<file path="src/rtl/mfd_pkg.sv">
// Shared types and helpers for the Manchester frame decoder.
// Optional feature macro: FRAME_PARITY_EN adds the PARITY state to the FSM.
package mfd_pkg;

`ifdef FRAME_PARITY_EN
    typedef enum logic [1:0] {
        HUNT   = 2'd0,
        DATA   = 2'd1,
        PARITY = 2'd2,
        DONE   = 2'd3
    } state_t;
`else
    typedef enum logic [1:0] {
        HUNT = 2'd0,
        DATA = 2'd1,
        DONE = 2'd3
    } state_t;
`endif

    // Width of a timer that must be able to hold 0 .. 3*half_bit_cycles.
    function automatic int timer_width(input int half_bit_cycles);
        return $clog2(3 * half_bit_cycles + 1);
    endfunction

endpackage

</file>
<file path="src/rtl/manchester_bit_recovery.sv">
// Bit recovery: synchronizes the Manchester line, finds mid-bit edges by
// timing, and emits one decoded bit per accepted edge plus a timeout strobe.
module manchester_bit_recovery
    import mfd_pkg::*;
#(
    parameter int HALF_BIT_CYCLES = 8
) (
    input  logic clock,
    input  logic reset,
    input  logic digital_in,
    output logic bit_value,
    output logic bit_strobe,
    output logic timeout,
    output logic manchester_clock
);

    localparam int            TW         = timer_width(HALF_BIT_CYCLES);
    localparam logic [TW-1:0] ACCEPT_MIN = TW'(3 * HALF_BIT_CYCLES / 2);
    localparam logic [TW-1:0] TIMER_MAX  = TW'(3 * HALF_BIT_CYCLES);

    logic          sync_meta;
    logic          sync_line;
    logic          line_prev;
    logic [TW-1:0] timer;
    logic          line_edge;

    // Two-flop synchronizer plus one delay stage for edge detection.
    always_ff @(posedge clock) begin
        // NOTE: non-blocking assignments make each stage take the previous
        // stage's old value, which is what builds a real shift chain.
        if (reset) begin
            sync_meta <= 1'b0;
            sync_line <= 1'b0;
            line_prev <= 1'b0;
        end else begin
            sync_meta <= digital_in;
            sync_line <= sync_meta;
            line_prev <= sync_line;
        end
    end

    // Edges close to the previous accepted edge are bit boundaries; the first
    // late-enough edge is mid-bit and its direction is the bit value.
    assign line_edge  = sync_line ^ line_prev;
    assign bit_strobe = line_edge && (timer >= ACCEPT_MIN);
    assign bit_value  = sync_line;
    // Accepted edge wins over a timeout landing in the same cycle.
    assign timeout    = (timer == TIMER_MAX - 1'b1) && !bit_strobe;

    // Saturating timer measuring time since the last accepted edge.
    always_ff @(posedge clock) begin
        if (reset) begin
            timer <= '0;
        end else if (bit_strobe) begin
            timer <= '0;
        end else if (timer != TIMER_MAX) begin
            timer <= timer + 1'b1;
        end
    end

    // Recovered bit clock toggles once per decoded bit.
    always_ff @(posedge clock) begin
        if (reset) begin
            manchester_clock <= 1'b0;
        end else if (bit_strobe) begin
            manchester_clock <= ~manchester_clock;
        end
    end

endmodule

</file>
<file path="src/rtl/manchester_frame_decoder.sv">
// Manchester frame decoder: hunts for a sync word, collects a fixed-length
// payload and publishes it with a one-cycle valid pulse.
// Optional feature macro: FRAME_PARITY_EN appends an even-parity bit check.
module manchester_frame_decoder
    import mfd_pkg::*;
#(
    parameter int                       HALF_BIT_CYCLES = 8,
    parameter int                       PREAMBLE_BITS   = 16,
    parameter logic [PREAMBLE_BITS-1:0] PREAMBLE        = 16'h5A5A,
    parameter int                       FRAME_BITS      = 64
) (
    input  logic                  clock,
    input  logic                  reset,
    input  logic                  digital_in,
    output logic [FRAME_BITS-1:0] frame_data,
    output logic                  frame_valid,
    output logic                  frame_error,
    output logic                  manchester_clock,
    output logic                  busy
);

    localparam int CW = $clog2(FRAME_BITS + 1);

    state_t                   state;
    state_t                   next_state;
    logic                     bit_value;
    logic                     bit_strobe;
    logic                     timeout;
    logic [PREAMBLE_BITS-1:0] preamble_sr;
    logic [PREAMBLE_BITS-1:0] preamble_next;
    logic                     preamble_match;
    logic [FRAME_BITS-1:0]    payload_sr;
    logic [CW-1:0]            bit_count;
    logic                     last_bit;
    logic                     load_frame;
    logic                     error_set;
`ifdef FRAME_PARITY_EN
    logic                     parity_ok;
`endif

    manchester_bit_recovery #(
        .HALF_BIT_CYCLES (HALF_BIT_CYCLES)
    ) u_bit_recovery (
        .clock            (clock),
        .reset            (reset),
        .digital_in       (digital_in),
        .bit_value        (bit_value),
        .bit_strobe       (bit_strobe),
        .timeout          (timeout),
        .manchester_clock (manchester_clock)
    );

    assign preamble_next  = {preamble_sr[PREAMBLE_BITS-2:0], bit_value};
    assign preamble_match = (preamble_next == PREAMBLE);
    assign last_bit       = (bit_count == CW'(FRAME_BITS - 1));
`ifdef FRAME_PARITY_EN
    // Even parity: payload plus parity bit must XOR to zero.
    assign parity_ok      = ~(^payload_sr ^ bit_value);
`endif

    // State register.
    always_ff @(posedge clock) begin
        if (reset) begin
            state <= HUNT;
        end else begin
            state <= next_state;
        end
    end

    // Next-state logic.
    always_comb begin
        // NOTE: defaulting next_state before the case keeps this purely
        // combinational; a path that leaves it unassigned would infer a latch.
        next_state = state;
        case (state)
            HUNT: begin
                if (bit_strobe && preamble_match) next_state = DATA;
            end
            DATA: begin
                if (bit_strobe && last_bit) begin
`ifdef FRAME_PARITY_EN
                    next_state = PARITY;
`else
                    next_state = DONE;
`endif
                end else if (timeout) begin
                    next_state = HUNT;
                end
            end
`ifdef FRAME_PARITY_EN
            PARITY: begin
                if (bit_strobe)   next_state = parity_ok ? DONE : HUNT;
                else if (timeout) next_state = HUNT;
            end
`endif
            DONE:    next_state = HUNT;
            default: next_state = HUNT;
        endcase
    end

    // Output decode: busy level, frame load and error requests.
    always_comb begin
        busy       = (state == DATA);
        load_frame = (state == DONE);
        error_set  = (state == DATA) && timeout;
`ifdef FRAME_PARITY_EN
        busy       = busy || (state == PARITY);
        error_set  = error_set
                   || ((state == PARITY) && (timeout || (bit_strobe && !parity_ok)));
`endif
    end

    // Shift registers, bit counter and registered frame outputs.
    always_ff @(posedge clock) begin
        if (reset) begin
            preamble_sr <= '0;
            payload_sr  <= '0;
            bit_count   <= '0;
            frame_data  <= '0;
            frame_valid <= 1'b0;
            frame_error <= 1'b0;
        end else begin
            frame_valid <= load_frame;
            frame_error <= error_set;
            if (load_frame) frame_data <= payload_sr;
            case (state)
                HUNT: begin
                    bit_count <= '0;
                    // A match consumes the sync word so it cannot be reused.
                    if (bit_strobe)   preamble_sr <= preamble_match ? '0 : preamble_next;
                    else if (timeout) preamble_sr <= '0;
                end
                DATA: begin
                    if (bit_strobe) begin
                        payload_sr <= {payload_sr[FRAME_BITS-2:0], bit_value};
                        bit_count  <= bit_count + 1'b1;
                    end
                end
                DONE:    preamble_sr <= '0;
                default: ;
            endcase
        end
    end

endmodule

</file>
<file path="config.mk">
export PLATFORM = sky130hd
export DESIGN_NAME = manchester_frame_decoder
export DESIGN_NICKNAME = d
export VERILOG_FILES = /design/src/rtl/mfd_pkg.sv /design/src/rtl/manchester_bit_recovery.sv /design/src/rtl/manchester_frame_decoder.sv
export SDC_FILE = /design/constraint.sdc
export NUM_CORES = 1
export LEC_CHECK = 0
export BUFFER_PORTS_ARGS = -buffer_cell sky130_fd_sc_hd__buf_4
export CORE_UTILIZATION = 57
export DETAILED_ROUTE_END_ITERATION = 6
export PLACE_DENSITY = 0.84
export SLEW_MARGIN = 20
export SYNTH_ARGS = -nofsm -noshare
export SYNTH_HDL_FRONTEND = slang
export SYNTH_SLANG_ARGS = --single-unit
</file>
<file path="constraint.sdc">
create_clock -name clock -period 2.05 [get_ports clock]
set_clock_uncertainty 0.15 [all_clocks]
set_input_delay 0 -clock clock [delete_from_list [all_inputs] [get_ports clock]]
set_output_delay 0 -clock clock [all_outputs]
set_load 0.1 [all_outputs]
</file>
**Word-level counts from Yosys, hierarchy flattened**

Cells that the tools add are included.

- Equality and inequality tests: 10
- Bitwise operators: 2
- $lt $le $gt $ge: 1
- Reductions and logical operators: 14
- Multiplexer cells: 10
- Add/sub/neg operators: 2

Operator list:

| cell | count |
|---|---|
| 2-to-1 mux 15 bit | 3 |
| case mux 15 bit (2 select lines) | 1 |
| == test 16 x 15 -> 1 bit, second input constant | 1 |
| case mux 7 bit (2 select lines) | 1 |
| AND reduction 2 bit | 4 |
| adder 7 x 1 -> 7 bit, second input constant | 1 |
| == test 7 x 6 -> 1 bit, second input constant | 1 |
| 2-to-1 mux 7 bit | 1 |
| 2-to-1 mux 2 bit | 3 |
| adder 5 x 1 -> 5 bit, second input constant | 1 |
| == test 5 bit, second input constant | 1 |
| >= comparator 5 x 4 -> 1 bit, second input constant | 1 |
| logical AND 1 bit | 5 |
| inequality test 5 bit, second input constant | 1 |
| case mux 2 bit (2 select lines) | 1 |
| nonzero test 2 bit | 2 |
| inequality test 3 x 1 -> 1 bit, second input constant | 1 |
| inequality test 3 bit, second input constant | 1 |
| == test 2 x 1 -> 1 bit, second input constant | 1 |
| == test 2 bit, second input constant | 1 |
| zero test 2 bit | 1 |
| inequality test 2 x 1 -> 1 bit, second input constant | 1 |
| inequality test 2 bit, second input constant | 1 |
| OR reduction 2 bit | 1 |
| other kinds (3) | 3 |

- Flip-flop bits (word level): 163
- Output and inout bits: 68
- Word-level logic and storage cells: 51
- Input port bits: 3

**Logic depth before layout (Yosys ltp)**

- Depth after elaboration: 7
- Gate-level depth with buffers: 7
- Mapped depth without buffers: 6

**Modules after synthesis**

From an unflattened synthesis, not the netlist that was laid out.

- Cell total of the unflattened synthesis: 695
- Area, all modules: 5849.4 µm²

By module, submodules not included:

| module | area an instance (µm²) | times used | cells each | seq. area each (µm²) |
|---|---|---|---|---|
| manchester_frame_decoder | 5477.8 | 1 | 656 | 3083.0 |
| manchester_bit_recovery | 371.6 | 1 | 39 | 180.2 |

**Least setup slack after synthesis**

OpenSTA, ideal clock, no wires.

- Kind: register -> register
- From: reg state[0]
- To: reg state[1]
- Setup slack: -0.201 ns
- Cell stages (with the launch flop): 7
- Required time: 1.808 ns
- Arrival time: 2.009 ns
- Clock period less this slack: 2.251 ns
- Buffers on the path: 2
- Setup time: 0.092 ns
- Path through: dfxtp_1 -> buf_2 -> nand2b_1 -> inv_1 -> nand3_2 -> clkbuf_1 -> nor4_1

- Word-level cells in the longest chain between the ends: 3
- Elaborated cells on any way between the ends: 6
- Those cells by class: 3 x eq/ne; 1 x mux; 2 x reduce/logical

RTL lines:

| element | line | source |
|---|---|---|
| start: declaration | manchester_frame_decoder.sv:24 | `state_t state;` |
| start signal: assignment | manchester_frame_decoder.sv:66 | `state <= next_state;` |
| == test 2 x 1 -> 1 bit (*) | n/a |  |
| named net busy | manchester_frame_decoder.sv:19 | `output logic busy` |
| inequality test 3 x 1 -> 1 bit (no source line) | n/a |  |
| AND reduction 2 bit (no source line) | n/a |  |

Mark *: on every way through the listed nets, which the timed path passes. The rest lies on a longest branch.
A chain may end at the register's enable or synchronous reset.

==> metrics.md <==
| Metric | Value |
|---|---|
| H-tree Lvls | `4` |
| EDFF count, synth | `0` |
| Max Buffers Root-to-Sink | `2` |
| WP buf/inv | `0` |
| Post-Synth Simple-Gate Area | `22.1%` |
| Largest net degree at the start of global routing | `86` |
| Syn Area/Cell | `8.25 um^2` |
| DRC viols | `0` |
| Synth Instances | `702` |
| Critical Path Sink Type | `flip-flop` |
| Drt first-iter violations | `318` |
| Post-route ant nets | `0` |
| Largest area contributor in the netlist | `dfxtp_1` |
| YS warnings | `0` |
| Final Max Slew Viols | `0` |
| Dpl cell area | `6440 um^2` |
| Worst path max stage delay | `500 ps` |
| Worst VDD drop | `525 uV` |
| Slowest CP cell | `or4_1` |
| Post-synthesis register bit count | `163` |
| Synthesized area | `5790 um^2` |
| Leakage | `2.50 nW` |
| Setup ws final | `172 ps` |
| Synth-to-layout area growth | `22.2%` |
| Crit path max fanout | `9` |
| Area share of the largest cell type after synthesis | `56.3%` |
| Worst hold slack | `172 ps` |
| Post-DP HPWL | `7420 um` |
| Core Region | `9820 um^2` |
| Util after Layout | `72.1%` |
| Initial antenna violation count | `0` |
| Final hold violations | `0` |
| Post-synth top cells | `nand2_1 (262), dfxtp_1 (163), a21oi_1 (136)` |
| Ant diodes | `0` |
| Tcrit/Tclk final | `91.6%` |
| Worst hold path type | `in2reg` |
| Total power draw | `6.48 mW` |
| Minimum period implied by the final worst setup slack | `1880 ps` |
| R2R Path Start | `u_bit_recovery.timer[2]` |
| Post-CTS Resized | `0` |
| Setup violations, final | `0` |
| Max Fclk | `0.533 GHz` |
| Arrival @ worst endpoint | `2190 ps` |
| Largest family of logic cells by synthesized area | `simple AND/OR/NAND/NOR gates` |
| Min-delay src | `reset` |
| Fin cells | `904` |
| Place WS | `202 ps` |
| Clk_lat worst skew | `540 ps` |
| Routability cong. | `0.890` |
| Avg Vias per Cell | `5.45` |
| FFs w/ async S/R, synth | `0%` |
| Die Ht | `103 um` |
| Status | `finished, final reports clean` |
| Io pins | `71` |
| Rows | `36` |
| Port Buf Inserts | `70` |
| Mapped Nets | `708` |
| Grt total ovfl | `0` |
| Adder-Cell Fraction of Synth Area | `0.648%` |
| Yosys cell types | `37` |
| Share of layout cells above drive strength 1 | `16.1%` |
| Vias | `4928` |
| Post-Synth XOR/XNOR Area | `1.19%` |
| First-pass GRT wire length | `20100 um` |
| Sequential share of the synthesized area | `56.3%` |
| WL per Instance | `13.6 um` |
| Worst-path cell chain | `a21o_1, nand2_2, or4_1, a31oi_1` |
| RSZ-0062 raised after global routing | `false` |
| Total Wirelength | `12300 um` |
| CTS buffer count | `17` |
| NumNets Final | `764` |
| Placed instance count | `869` |
| CP required | `2360 ps` |
| Vias in the first global route | `4442` |
| Power Dens Cells | `915 nW/um^2` |
| Gr usage total | `24.5%` |
| Final setup TNS | `0 ps` |
| Crit path launch | `u_bit_recovery.timer[2]` |
| Post-Layout Inst Area | `7080 um^2` |
| CP top delay family | `simple AND/OR/NAND/NOR gates` |
| Slew of the pin with the lowest slew margin | `796 ps` |
| Max-slew headroom | `46.9%` |
| Most frequent cell after synthesis | `nand2_1` |
| Initial DRT Pass Iterations | `5` |
| CP Launch Type | `flip-flop` |
| Die ar. | `10600 um^2` |
| Synth area leaders | `dfxtp_1 (56%), nand2_1 (17%), a21oi_1 (12%)` |
| CTS root buffer | `clkbuf_8` |
| MaxCap Viol Count | `0` |
| Die Width | `103 um` |
| Compound-cell area share of the yosys netlist | `15.9%` |
| Kind of critical path | `reg2reg` |
| Primary FF master, synth | `dfxtp_1` |
| Clock-pin slew on the worst setup and hold paths | `60 ps` |
| CTS tree | `done` |
| Multiplexer area fraction after synthesis | `0%` |
| Starting Density | `59.0%` |
| CTS sink cnt | `163` |
[per-layer routing]
metal  global-route usage [%]  part of all wire [%]  vias to the layer above
met1                     29.2                    42                     2327
met2                     41.8                    51                      132
met5                        0                     0                        -
met3                     6.31                   4.6                       29
met4                     10.8                   2.1                        0
li1                         -                     -                     2440
[worst register-to-register path: stages (launching register included)]
cell	delay (ps)
dfxtp_1	450
a21o_1	360
nand2_2	160
or4_1	500
a31oi_1	190
[cells in the final DEF, fill, tap and decap left out, drive strengths merged, types with 2 or more instances in the layout]
master,count
nand4,2
o21ai,4
and3,2
a22o,12
buf,84
nor4bb,3
nand4b,4
nor2,5
xnor2,3
bufinv,3
nand3,7
nor4,2
clkinvlp,6
xor2,4
clkbuf,19
dlygate4sd3,3
a21oi,136
o211ai,2
nor3,8
or4,3
nand2b,2
nor2b,4
nand2,263
inv,7
and2,2
a32o,3
ha,3
dfxtp,163
a31oi,4
[flip-flops by register name, summed over array words and instances (netlist names)]
name and flops:
bit_count 7, frame_data 64, frame_error 1, frame_valid 1, payload_sr 64, preamble_sr 15
state 2, u_bit_recovery.bit_value 1, u_bit_recovery.line_prev 1, u_bit_recovery.manchester_clock 1, u_bit_recovery.sync_meta 1, u_bit_recovery.timer 5
[path summary, 6_finish.rpt]
check / end / slack, ps / cells after the start
min reg2reg: u_bit_recovery.bit_value / 300 / 1
min: bit_count[2] / 170 / 3
max reg2reg: bit_count[4] / 170 / 4
max: bit_count[4] / 170 / 4
[cells by family after synthesis]
group	count (synthesis)
AOI/OAI and AO/OA	166
DFF	163
buffers and inverters	54
xor gates and xnor gates	7
and+or+nand+nor	309
adders and majority gates	3
[report_power, final]
part | switching (mW) | leakage (nW) | internal, mW
Clock | 1.29 | 0.280 | 1.91
Sequential | 0.00982 | 1.31 | 3.17
Combinational | 0.0650 | 0.910 | 0.0247
[timing repair]
item,4_1_cts,5_1_grt
hold buffers,3,0
setup buffers,0,0
endpoints found under the hold margin,37,0
[final cells by class]
type | instances | area [um^2]
clock buffers | 19 | 432
clock inverters | 13 | 174
fillers | 715 | 2740
inverters | 4 | 18.8
multi-input cells | 485 | 2330
flip-flops and latches | 163 | 3260
well taps | 133 | 166
repair buffers | 87 | 698
(Power assumes the default switching activity.)
